--- src/rtl/corr_pkg.sv ---
// corr_pkg: shared constants and state encoding for the correlator sweep scheduler
package corr_pkg;
  localparam int DW = 8;
  localparam int DEPTH = 128;
  localparam int AW = 7;
  localparam int SWEEP_LAT = 2;
  localparam logic [7:0] OVR_MAX = 8'd255;
  typedef enum logic [2:0] {IDLE, WAIT, LAT, SWEEP, FRAME_END} state_t;
endpackage

--- src/rtl/corr_lag_counter.sv ---
// corr_lag_counter: loadable down-counter shared by the latency wait and the lag sweep
module corr_lag_counter
  import corr_pkg::*;
(
  input  logic          clk,
  input  logic          rst_n,
  input  logic          load,
  input  logic          dec,
  input  logic [AW-1:0] load_val,
  output logic [AW-1:0] cnt,
  output logic          tc
);
  assign tc = cnt == '0;
  // load wins over decrement; the count parks at zero
  always_ff @(posedge clk or negedge rst_n)
    if (!rst_n) cnt <= '0;
    else if (load) cnt <= load_val;
    else if (dec && !tc) cnt <= cnt - 1'b1;
endmodule

--- src/rtl/corr_sweep_sched.sv ---
// corr_sweep_sched: paces sample writes into the shift RAM around lag sweeps and drives
// the accumulator bank. Optional macro CORR_WARMUP_SKIP_EN suppresses accumulation until
// the RAM has been filled with DEPTH fresh samples and adds the warm output.
module corr_sweep_sched
  import corr_pkg::*;
(
  input  logic          clk,
  input  logic          rst_n,
  input  logic          cfg_en,
  input  logic [15:0]   cfg_n_int,
  input  logic          sample_vld,
  input  logic [DW-1:0] sample_in,
  output logic [DW-1:0] sram_din,
  output logic          sram_sin,
  output logic          acc_en,
  output logic          acc_clr,
  output logic [AW-1:0] lag_idx,
  output logic          frame_done,
  output logic          busy,
`ifdef CORR_WARMUP_SKIP_EN
  output logic          warm,
`endif
  output logic [7:0]    ovr_cnt
);
  state_t state;
  logic [15:0] sweep_cnt, n_lat, sweep_nxt;
  logic first, live, accept, tc, cnt_load;
  logic [AW-1:0] cnt;
  assign accept = state == WAIT && cfg_en && sample_vld;
  assign cnt_load = accept || (state == LAT && tc);
  assign sweep_nxt = sweep_cnt + 16'd1;
  corr_lag_counter u_cnt (
    .clk      (clk),
    .rst_n    (rst_n),
    .load     (cnt_load),
    .dec      (state == LAT || state == SWEEP),
    .load_val (state == WAIT ? AW'(SWEEP_LAT - 1) : AW'(DEPTH - 1)),
    .cnt      (cnt),
    .tc       (tc)
  );
`ifdef CORR_WARMUP_SKIP_EN
  logic [AW-1:0] warm_cnt;
  assign live = warm;
  // count warmup sweeps since enable; warm once DEPTH fresh samples are in the RAM
  always_ff @(posedge clk or negedge rst_n)
    if (!rst_n) begin
      warm_cnt <= '0;
      warm <= 1'b0;
    end else if (state == IDLE && cfg_en) begin
      warm_cnt <= '0;
      warm <= 1'b0;
    end else if (state == SWEEP && tc && !warm) begin
      warm_cnt <= warm_cnt + 1'b1;
      warm <= warm_cnt == AW'(DEPTH - 1);
    end
`else
  assign live = 1'b1;
`endif
  // scheduler FSM with all outputs registered alongside the state
  always_ff @(posedge clk or negedge rst_n)
    if (!rst_n) begin
      state <= IDLE;
      sweep_cnt <= '0;
      n_lat <= '0;
      first <= 1'b0;
      sram_din <= '0;
      sram_sin <= 1'b0;
      acc_en <= 1'b0;
      acc_clr <= 1'b0;
      lag_idx <= '0;
      frame_done <= 1'b0;
      busy <= 1'b0;
      ovr_cnt <= '0;
    end else begin
      sram_sin <= 1'b0;
      frame_done <= 1'b0;
      if (sample_vld && state inside {LAT, SWEEP, FRAME_END} && ovr_cnt != OVR_MAX) ovr_cnt <= ovr_cnt + 8'd1;
      case (state)
        IDLE: if (cfg_en) begin
          state <= WAIT;
          ovr_cnt <= '0;
          sweep_cnt <= '0;
          first <= 1'b1;
        end
        WAIT: if (!cfg_en) state <= IDLE;
        else if (sample_vld) begin
          state <= LAT;
          busy <= 1'b1;
          sram_sin <= 1'b1;
          sram_din <= sample_in;
          if (first) n_lat <= cfg_n_int == '0 ? 16'd1 : cfg_n_int;
        end
        LAT: if (tc) begin
          state <= SWEEP;
          acc_en <= live;
          acc_clr <= live && first;
          lag_idx <= AW'(DEPTH - 1);
        end
        SWEEP: if (!tc) lag_idx <= lag_idx - 1'b1;
        else begin
          acc_en <= 1'b0;
          acc_clr <= 1'b0;
          lag_idx <= '0;
          if (!live) begin
            state <= cfg_en ? WAIT : IDLE;
            busy <= 1'b0;
          end else if (sweep_nxt == n_lat) begin
            state <= FRAME_END;
            frame_done <= 1'b1;
            sweep_cnt <= '0;
            first <= 1'b1;
          end else begin
            state <= cfg_en ? WAIT : IDLE;
            busy <= 1'b0;
            sweep_cnt <= sweep_nxt;
            first <= 1'b0;
          end
        end
        default: begin
          state <= cfg_en ? WAIT : IDLE;
          busy <= 1'b0;
        end
      endcase
    end
endmodule

--- config.mk ---
export PLATFORM = sky130hd
export DESIGN_NAME = corr_sweep_sched
export DESIGN_NICKNAME = d
export VERILOG_FILES = /design/src/rtl/corr_pkg.sv /design/src/rtl/corr_lag_counter.sv /design/src/rtl/corr_sweep_sched.sv
export SDC_FILE = /design/constraint.sdc
export NUM_CORES = 1
export LEC_CHECK = 0
export ABC_AREA = 1
export BUFFER_PORTS_ARGS = -buffer_cell sky130_fd_sc_hd__buf_2
export CAP_MARGIN = 25
export CORE_ASPECT_RATIO = 0.8
export CORE_UTILIZATION = 57
export DETAILED_ROUTE_END_ITERATION = 16
export GPL_ROUTABILITY_DRIVEN = 0
export PLACE_DENSITY_LB_ADDON = 0.2
export SYNTH_ARGS = -nofsm -noshare
export SYNTH_HDL_FRONTEND = slang
export SYNTH_SLANG_ARGS = --single-unit
--- constraint.sdc ---
create_clock -name clk -period 4.6 [get_ports clk]
set_input_delay 0.92 -clock clk [delete_from_list [all_inputs] [get_ports clk]]
set_output_delay 0.92 -clock clk [all_outputs]
set_load 0.005 [all_outputs]
==> metrics.yaml <==
status: "complete, no violations"
ys.flop_type: "dfrtp_1"
diodes: 0
cts_tree: "built"
fin_crit_ns: 2.76
cp_slowest_cell: "dfrtp_1"
cp_max_fo: 27
setup-tns-final_ns: 0
final_max_slew_viol_count: 0
wl_met1_um: 4500
hold_viol: 0
cp.arrival_ns: 2.99
yosysMostFrequentCell: "nand2_1"
vias_per_cell: 5.48
routed.top_layer: "met4"
grt_usage: 0.274
slowest_delay_ns: 0.38
boundaryPins: 56
async_flop_share: 1.00
wl_met2_um: 4270
die_w_um: 96.8
synth_seq_cells: 71
cts-resized-gates: 0
yosysWarnings: 0
initial_core_util: 0.591
slew_headroom: 0.452
clock_skew_ns: 0.00633
die-area_um2: 7530
worstPathRequired_ns: 4.82
insertion_delay_ns: 0.36
core_um2: 6930
postCtsSetupBuffers: 0
synth_seq_area_share: 0.434
wl_met3_um: 731
hp-start: "sram_din[1]"
power_density_nw_per_um2: 555
fmax_ghz: 0.362
worstHoldPathType: "flip-flop to flip-flop"
wl_per_cell_um: 13.8
htree_levels: 3
wl_um: 9660
cts.sink_count: 71
intPower_mw: 1.54
critPathLaunchType: "flip-flop"
first_pass_iters: 5
grt_pass1_vias: 3544
swShare: 0.407
ctsLongestPathBuffers: 2
cap_viol_max_count: 0
grt_antenna_before_repair: 0
root_buffer: "clkbuf_8"
syn_nets: 578
p_seq_frac: 0.398
ctsHoldBuffers: 0
tightest_slew_ns: 0.822
drt_iter0_markers: 395
dp_hpwl_um: 7010
power.share.clock: 0.224
clk_pin_slew_ns: 0.09
rsz0062_at_grt: "no"
antenna_left: 0
post-place-ws_ns: 1.72
vdd_drop_max_mv: 0.324
p_leak_nw: 2.34
drc_errors: 0
synth_area_leaders: "dfrtp_1 (43%), nand2_1 (15%), inv_1 (6.8%), nor2_1 (4.9%), nand3_1 (3.7%)"
path_cells: "inv_1, ha_1, nand4_2, nor2_4, nor2_2, nor2_2, inv_2, nor2_4, nand2_2, a31oi_2, a22oi_1"
min_period_over_period: 0.600
grt_pass1_wl_um: 16200
synthCells: 546
multi_input_area_um2: 1980
yosysTopAreaCell: "dfrtp_1"
drive_above_1_share: 0.181
ys_top_cells_by_count: "nand2_1 (164), inv_1 (74), dfrtp_1 (71)"
grt-ovfl-total: 0
startpoint: "u_cnt.cnt[0]"
worstSetupEndpointType: "flip-flop"
crit_type: "flip-flop to flip-flop"
die_h_um: 77.8
combPwrFrac: 0.378
setup_slack_ns: 1.84
final_net_count: 639
port_buffers: 55
grt_max_degree: 28
numCtsBuffers: 9
regArea_um2: 1780
vias: 3834
netlist_area_um2: 4090
setup_violations: 0
area_delta_synth_final_pct: 14.1
synth_top_area_frac: 0.434
synth_edf_count: 0
reg2reg_from: "u_cnt.cnt[0]"
ys_types: 40
synth_area_per_cell_um2: 7.50
netSwitchingPower_mw: 1.06
fillers: 585
num_rows: 27
==> layer usage <==
metal	global-route usage	up-vias
li1	-	1874
met1	0.384	1790
met2	0.416	152
met3	0.0667	18
met4	0.0940	0
met5	0	-
==> layout make-up <==
class                           count  share of cell area
Multi-Input combinational cell    391               0.424
Tap cell                           87              0.0233
Sequential cell                    71               0.380
Clock buffer                        9              0.0265
Timing Repair Buffer               57              0.0621
Inverter                           77              0.0619
Clock inverter                      7              0.0222
==> worst paths after layout <==
check | to | cells past startpoint | slack [ns]
setup / recovery | n_lat[0] | 11 | 1.84
hold / removal | sram_din[1] | 2 | 0.47
setup reg to reg | n_lat[0] | 11 | 1.84
hold reg to reg | sram_din[1] | 2 | 0.47
min in group asynchronous | sweep_cnt[6] | 1 | 0.55
max in group asynchronous | sram_din[5] | 2 | 3.29
==> power by group through the flow <==
stage / Combinational, mW / Clock, mW / Sequential [mW]
5_1_grt: 1.12 / 0.615 / 1.06
2_1_floorplan: 0.682 / 0 / 0.999
3_3_place_gp: 0.923 / 0 / 1.03
6_report: 0.981 / 0.581 / 1.03
4_1_cts: 0.975 / 0.587 / 1.03
3_5_place_dp: 0.961 / 0 / 1.03
==> worst max-delay path: cells and delay by family (launching register included) <==
kind                       cells  cell delay (ns)
AOI/OAI and AO/OA              2             0.45
adders and majority gates      1             0.25
DFF                            1             0.38
and+or+nand+nor                6             1.33
buffers and inverters          2             0.21
==> stage by stage <==
step	instance area [µm²]	hold WS, ns	utilization	power (mW)	std cells
global placement	4440	0.451	0.642	1.95	683
finish	4670	0.474	0.674	2.59	699
detailed placement	4440	0.453	0.642	2.00	683
CTS	4670	0.474	0.674	2.59	699
floorplan	4090	0.462	-	1.68	546
global route	4670	0.491	0.674	2.79	699
==> flip-flops by register name (all words and copies together) (netlist names) <==
register    cells
sweep_cnt      16
acc_en          1
busy            1
ovr_cnt         8
acc_clr         1
u_cnt.cnt       7
state           3
frame_done      1
sram_din        8
first           1
n_lat          16
sram_sin        1
lag_idx         7
==> cell usage in the layout, fill, tap and decap left out, types with 2 or more instances in the layout <==
| cell | instances |
|---|---|
| dfrtp_1 | 71 |
| buf_2 | 55 |
| inv_1 | 74 |
| clkinvlp_4 | 2 |
| or2_2 | 2 |
| xor2_1 | 12 |
| nor2_1 | 53 |
| bufinv_16 | 2 |
| nand3_1 | 30 |
| nand2_2 | 3 |
| inv_2 | 3 |
| nor2_4 | 4 |
| nor3_1 | 6 |
| buf_4 | 2 |
| nand2_1 | 164 |
| a21oi_1 | 11 |
| nand3b_1 | 8 |
| o21ai_2 | 9 |
| clkbuf_8 | 9 |
| nand4_1 | 15 |
| and3_1 | 2 |
| mux2_1 | 2 |
| ha_1 | 4 |
| inv_6 | 2 |
| o21ai_0 | 29 |
| nor2_2 | 11 |
| o22ai_1 | 3 |
| o21ai_1 | 9 |
==> kinds of logic after synthesis <==
group	Yosys count	share of synthesized area
and+or+nand+nor	303	0.333
DFF	71	0.434
xor gates and xnor gates	14	0.0333
buffers and inverters	84	0.0828
muxes	2	0.00550
adders and majority gates	4	0.0122
AOI/OAI and AO/OA	68	0.0990
Power figures use the tool's default switching activity.
